`config.mk`:
```
export PLATFORM = sky130hd
export DESIGN_NAME = rr_arbiter_4
export DESIGN_NICKNAME = d
export VERILOG_FILES = /design/src/rtl/rr_arbiter_4.sv
export SDC_FILE = /design/constraint.sdc
export NUM_CORES = 1
export LEC_CHECK = 0
export BUFFER_PORTS_ARGS = -buffer_cell sky130_fd_sc_hd__clkbuf_2
export CAP_MARGIN = 25
export CORE_AREA = 2 2 39 41
export CTS_CLUSTER_SIZE = 10
export DETAILED_ROUTE_END_ITERATION = 12
export DIE_AREA = 0 0 41 43
export PLACE_DENSITY = 0.66
export SLEW_MARGIN = 20
export SYNTH_ARGS = -nofsm -noshare
export SYNTH_HDL_FRONTEND = slang
export SYNTH_SLANG_ARGS = --single-unit
```
`constraint.sdc`:
```
create_clock -name clk_i -period 3.2 [get_ports clk_i]
set_input_delay 0.32 -clock clk_i [delete_from_list [all_inputs] [get_ports clk_i]]
set_output_delay 0.32 -clock clk_i [all_outputs]
set_load 0.05 [all_outputs]
```
`src/rtl/rr_arbiter_4.sv`:
```
// Four-requester round-robin arbiter that holds each grant until release,
// with an optional grant-hold timeout enabled by defining GRANT_TIMEOUT_EN.
module rr_arbiter_4 #(
    parameter int unsigned TIMEOUT = 8
) (
    input  logic       clk_i,
    input  logic       rst_i,
    input  logic       enable_i,
    input  logic [3:0] req_i,
    output logic [3:0] gnt_o,
    output logic [1:0] gnt_id_o,
    output logic       busy_o,
    output logic       expired_o
);

    typedef enum logic {IDLE, GRANT} state_t;

    state_t     state_q;
    logic [1:0] ptr_q;
    logic [3:0] gnt_q;
    logic [1:0] gnt_id_q;
    logic       busy_q;
    logic [1:0] win_id_d;
    logic [1:0] scan_idx;
    logic       win_vld_d;
    logic       timeout_hit;

`ifdef GRANT_TIMEOUT_EN
    logic [7:0] hold_cnt_q;
    logic       expired_q;

    // The count before the edge is one less than the cycles gnt has been high.
    assign timeout_hit = (hold_cnt_q == 8'(TIMEOUT - 1));
    assign expired_o   = expired_q;
`else
    logic [7:0] unused_timeout;

    assign unused_timeout = 8'(TIMEOUT);
    assign timeout_hit    = 1'b0;
    assign expired_o      = 1'b0;
`endif

    // Scan from farthest to nearest so the first requester after ptr wins.
    always_comb begin
        win_id_d  = ptr_q;
        scan_idx  = ptr_q;
        win_vld_d = |req_i;
        for (int i = 4; i >= 1; i--) begin
            scan_idx = ptr_q + 2'(i);
            if (req_i[scan_idx]) win_id_d = scan_idx;
        end
    end

    always_ff @(posedge clk_i) begin
        if (rst_i) begin
            state_q    <= IDLE;
            ptr_q      <= 2'b11;
            gnt_q      <= 4'b0000;
            gnt_id_q   <= 2'b00;
            busy_q     <= 1'b0;
`ifdef GRANT_TIMEOUT_EN
            hold_cnt_q <= 8'd0;
            expired_q  <= 1'b0;
`endif
        end else begin
`ifdef GRANT_TIMEOUT_EN
            expired_q <= 1'b0;
`endif
            case (state_q)
                IDLE: begin
                    if (enable_i && win_vld_d) begin
                        state_q    <= GRANT;
                        gnt_q      <= 4'b0001 << win_id_d;
                        gnt_id_q   <= win_id_d;
                        busy_q     <= 1'b1;
                        ptr_q      <= win_id_d;
`ifdef GRANT_TIMEOUT_EN
                        hold_cnt_q <= 8'd0;
`endif
                    end
                end
                GRANT: begin
                    // Release wins over a coincident timeout.
                    if (!enable_i || !req_i[gnt_id_q]) begin
                        state_q <= IDLE;
                        gnt_q   <= 4'b0000;
                        busy_q  <= 1'b0;
                    end else if (timeout_hit) begin
                        state_q <= IDLE;
                        gnt_q   <= 4'b0000;
                        busy_q  <= 1'b0;
`ifdef GRANT_TIMEOUT_EN
                        expired_q <= 1'b1;
                    end else begin
                        hold_cnt_q <= hold_cnt_q + 8'd1;
`endif
                    end
                end
                default: state_q <= IDLE;
            endcase
        end
    end

    assign gnt_o    = gnt_q;
    assign gnt_id_o = gnt_id_q;
    assign busy_o   = busy_q;

endmodule

```
**Yosys cells after proc, flatten, opt, wreduce, memory -nomap -nowiden**

Cells that the tools add are included.
Widths: inputs -> output; s select.

- Register bits: 10
- Bits of input ports: 7
- Output and inout port bits: 8
- Logic and storage cells: 43

- Add/subtract/negate cells: 3
- Magnitude comparators: 4
- Equal/unequal tests: 2
- Shifts and indexed selects: 1
- Mux-type cells: 20
- Bitwise operators: 1
- Reduce and logical (&&, ||, !) cells: 7

Operator list:

| kind | number |
|---|---|
| $lt 2x3->1 const B | 4 |
| $bmux 1 s2 | 4 |
| $mux 1 | 8 |
| $mux 4 | 2 |
| $pmux 4 s2 | 1 |
| $mux 2 | 3 |
| $add 2x2->2 const B | 2 |
| $pmux 1 s2 | 2 |
| $reduce_and 2->1 | 2 |
| $reduce_or 4->1 | 1 |
| $shl 1x2->4 const A | 1 |
| $add 2x1->2 const B | 1 |
| $logic_not 1->1 | 2 |
| $ne 2x1->1 const B | 1 |
| $ne 2x2->1 const B | 1 |
| $logic_and 1x1->1 | 1 |
| $logic_or 1x1->1 | 1 |
| $not 1->1 | 1 |

**Logic depth before layout (Yosys ltp)**

- Depth after elaboration: 9
- Mapped depth: 4
- Mapped depth without buffers: 4

**Least setup slack after synthesis**

Ideal clock, no wire load.

- Path kind: flip-flop to flip-flop
- From: register gnt_id_q[0] (netlist: gnt_id_o[0])
- To: register gnt_q[1] (netlist: gnt_o[1])
- Library setup time: 117 ps
- Data arrival time: 1644 ps
- Required time: 3083 ps
- Slack: 1438 ps
- Stages on the path, launching flop included: 5
- Buffers on the path: 0
- Period minus slack after synthesis: 1762 ps
- Cell sequence: dfxtp_1 > mux2_2 > a222oi_1 > nor2_1 > a32o_1

- Word-level cells in the longest chain between the ends: 6

RTL lines:

| item | RTL line | RTL |
|---|---|---|
| from (decl) | 21 | `logic [1:0] gnt_id_q;` |
| from (signal assigned) | 74 | `gnt_id_q <= win_id_d;` |
| $bmux 1 s2 | 84 | `if (!enable_i \|\| !req_i[gnt_id_q]) begin` |
| $mux 1 (implied by the code) | 84 |  |
| $logic_not 1->1 | 84 |  |
| $logic_or 1x1->1 | 84 |  |
| $ne 2x1->1 (no source line) | - |  |
| $reduce_and 2->1 (no source line) | - |  |
| to (signal assigned) | 73 | `gnt_q <= 4'b0001 << win_id_d;` |
| to (decl) | 20 | `logic [3:0] gnt_q;` |

No other way between the ends. The select of a mux whose other input is x is not followed.
A chain may end at the register's enable or synchronous reset.

**Final worst setup path**

Ends and elaborated chain as after synthesis.

==> flow_metrics.py <==
metrics = {
    "grt": {
        "grtUsageMet2_pct": 20.00,
        "busiest_layer": "met2",
        "grt_pass1_wl_mm": 1.614,
        "grtUsageTotal_pct": 14.13,
        "antenna_found_initial": 0,
        "met1_usage_pct": 16.99,
        "grt.overflow.total": 0,
        "grt_pass1_vias": 413,
        "met3_usage_pct": 3.141,
        "grt_max_degree": 12,
    },
    "die": {
        "core_mm2": 0.001384,
        "start_util_pct": 38.34,
        "die_area_mm2": 0.001763,
        "die_h_um": 43,
        "die_x_um": 41,
        "num_rows": 14,
        "boundaryPins": 15,
    },
    "sta": {
        "rsz0062_at_grt": "no",
        "slew_violations": 0,
        "fin_crit_ps": 1612,
        "final_hold_viol_count": 0,
        "setup_viol_count_final": 0,
        "finalCritPeriodShare_pct": 50.37,
        "finClkSkew_ps": 1.758,
        "fin_tns_setup_ps": 0,
        "worst_slack_ps": 1588,
        "whs_ps": 368.8,
        "max_freq_ghz": 0.6204,
    },
    "placed_design": {
        "placed_cell_area_um2": 603.1,
        "gp_congestion": 0.7213,
        "port_buffers": 13,
        "hpwl_um": 835.5,
        "post-place-ws_ps": 1586,
    },
    "power": {
        "power.density_mw_per_mm2": 522.8,
        "p_int_uw": 231.2,
        "pwr-share-clk_pct": 32.6,
        "ir_worst_vdd_mv": 0.2189,
        "p_switching_uw": 103.1,
        "seqPwrFrac_pct": 42.7,
        "combPwrFrac_pct": 24.7,
        "power.leakage_nw": 0.2920,
        "switching_share_pct": 30.84,
    },
    "yosys": {
        "ys_ff_latch": 10,
        "yosysUniqueCellTypes": 32,
        "yosysTopAreaCell": "dfxtp_1",
        "synth-edff-count": 0,
        "ys_seq_area_share_pct": 37.74,
        "synth_top_area_share_pct": 37.74,
        "ys.flop_type": "dfxtp_1",
        "synthArstFlopShare_pct": 0,
        "syn-num-nets": 67,
        "postSynthCellCount": 60,
        "synth_area_um2": 530.5,
        "yosys-top-cells-area": "dfxtp_1, nor2_1, nor2b_1",
        "yosys_warnings": 0,
        "syn_area_per_cell_um2": 8.842,
    },
    "hold_path": {
        "hold_end": "gnt_id_o[1]",
        "holdCritPathClass": "input pin to register",
        "hold_path_depth": 2,
        "min_from": "rst_i",
    },
    "critical_path": {
        "crit_type": "register to register",
        "r2r_end": "gnt_o[1]",
        "worstSetupEndpointType": "register",
        "cp_slowest_cell": "dfxtp_1",
        "critPathLaunchType": "register",
        "cp_max_fo": 4,
        "r2r_slack_ps": 1590,
        "r2r-start": "gnt_id_o[0]",
        "ff2ff_path_depth": 4,
        "cp_cell_sequence": "mux2_2 -> a222oi_1 -> nor2_1 -> a32o_1",
        "crit_path_max_incr_delay_ps": 410,
        "critPathRequiredTime_ps": 3350,
        "cp.arrival_ps": 1760,
    },
    "clock_tree": {
        "cts_buffers": 3,
        "cts_tree": "built",
        "post_cts_resized": 0,
        "cts.sinks": 10,
        "htreeDepth": 1,
        "cts_max_path_buffers": 2,
        "clock_latency_ps": 260,
        "clock-root-buffer": "clkbuf_4",
        "clkTransAtPathRegs_ps": 60,
        "postCtsSetupBuffers": 0,
        "cts_hold_buf": 0,
    },
    "flow_run": {
        "cap_viol_max_count": 0,
    },
    "routing": {
        "ant_nets": 0,
        "vias": 478,
        "routed_via_density": 5.253,
        "dr.first_iter.drc_count": 3,
        "drt-wirelength-per-cell_um": 11.20,
        "routed_wirelength_mm": 1.019,
        "drc": 0,
        "first_pass_iters": 4,
    },
    "layout": {
        "nNetsFinal": 83,
        "drive_gt1_share_pct": 28.00,
        "syn_to_final_growth_pct": 20.52,
        "fillCellCount": 151,
        "final_area_um2": 639.4,
        "n_antenna_cell": 0,
    },
    "run_status": {
        "status": "complete, no violations",
    },
}
## area by class of cell
type                    count  area (um^2)  share of cell area [%]
repair buffers             13        65.06                   10.18
flip-flops and latches     10        200.2                   31.31
well taps                  16        20.02                   3.131
clock buffers               4        36.28                   5.675
multi-input cells          44        302.8                   47.36
inverters                   4        15.01                   2.348
## worst max path at each step
| stage | startpoint | endpoint | cells after the start |
|---|---|---|---|
| 2_1_floorplan | gnt_id_o[0] | gnt_o[1] | 4 |
| 3_3_place_gp | req_i[2] | gnt_o[1] | 5 |
| 3_5_place_dp | req_i[2] | gnt_o[1] | 5 |
| 4_1_cts | gnt_id_o[0] | gnt_o[1] | 4 |
| 5_1_grt | gnt_id_o[0] | gnt_o[1] | 4 |
| 6_report | gnt_id_o[0] | gnt_o[1] | 4 |
## sequential cells by signal, summed over array words and instances (netlist names)
name	count
ptr_q	2
gnt_o	4
state_q	1
busy_o	1
gnt_id_o	2
## per-layer routing
metal | vias up | wire (um)
met5 | - | 0
met4 | 0 | 34
met3 | 4 | 42
met2 | 12 | 443
met1 | 213 | 499
li1 | 249 | -
## placed cells by master, fill, tap and decap left out, types with 2 or more instances in the layout
master    count
a21oi_1       3
a32o_1        2
clkbuf_2     13
clkbuf_4      3
dfxtp_1      10
inv_1         4
nand2_1       3
nor2_1        8
nor2b_1       4
o21ai_0       2
## synthesized netlist by cell type (2+ instances only)
cell	n
a32o_1	2
a21oi_1	3
nor2_1	8
o21ai_0	2
dfxtp_1	10
inv_1	4
nor2b_1	4
nand2_1	3
## stage by stage
step                power, mW  cells  utilization, %
global route           0.3547     91           46.20
global placement       0.2283     87           43.58
floorplan              0.2088     60               -
detailed placement     0.2286     87           43.58
finish                 0.3342     91           46.20
CTS                    0.3398     91           46.20
## power groups by stage
stage               sequential (mW)  combinational [mW]  clock, mW
floorplan                     0.167              0.0422          0
global placement              0.146              0.0827          0
detailed placement            0.146              0.0829          0
CTS                           0.143              0.0833      0.114
global route                  0.144              0.0900      0.120
finish                        0.143              0.0826      0.109
## cells by family (layout without fill, tap and decap cells)
group	Yosys count	in the layout	synth area share, %
AO/OA/AOI/OAI	18	18	28.54
buffers and inverters	6	21	5.187
flip-flops	10	10	37.74
multiplexers	2	2	4.952
other	1	1	0.7069
AND/OR/NAND/NOR	23	23	22.88
## worst max-delay path: cells and delay by family (launching register included)
family	cells	cell delay, ps
AO/OA/AOI/OAI	2	620
flip-flops	1	410
multiplexers	1	370
AND/OR/NAND/NOR	1	110
(Power assumes the default switching activity.)
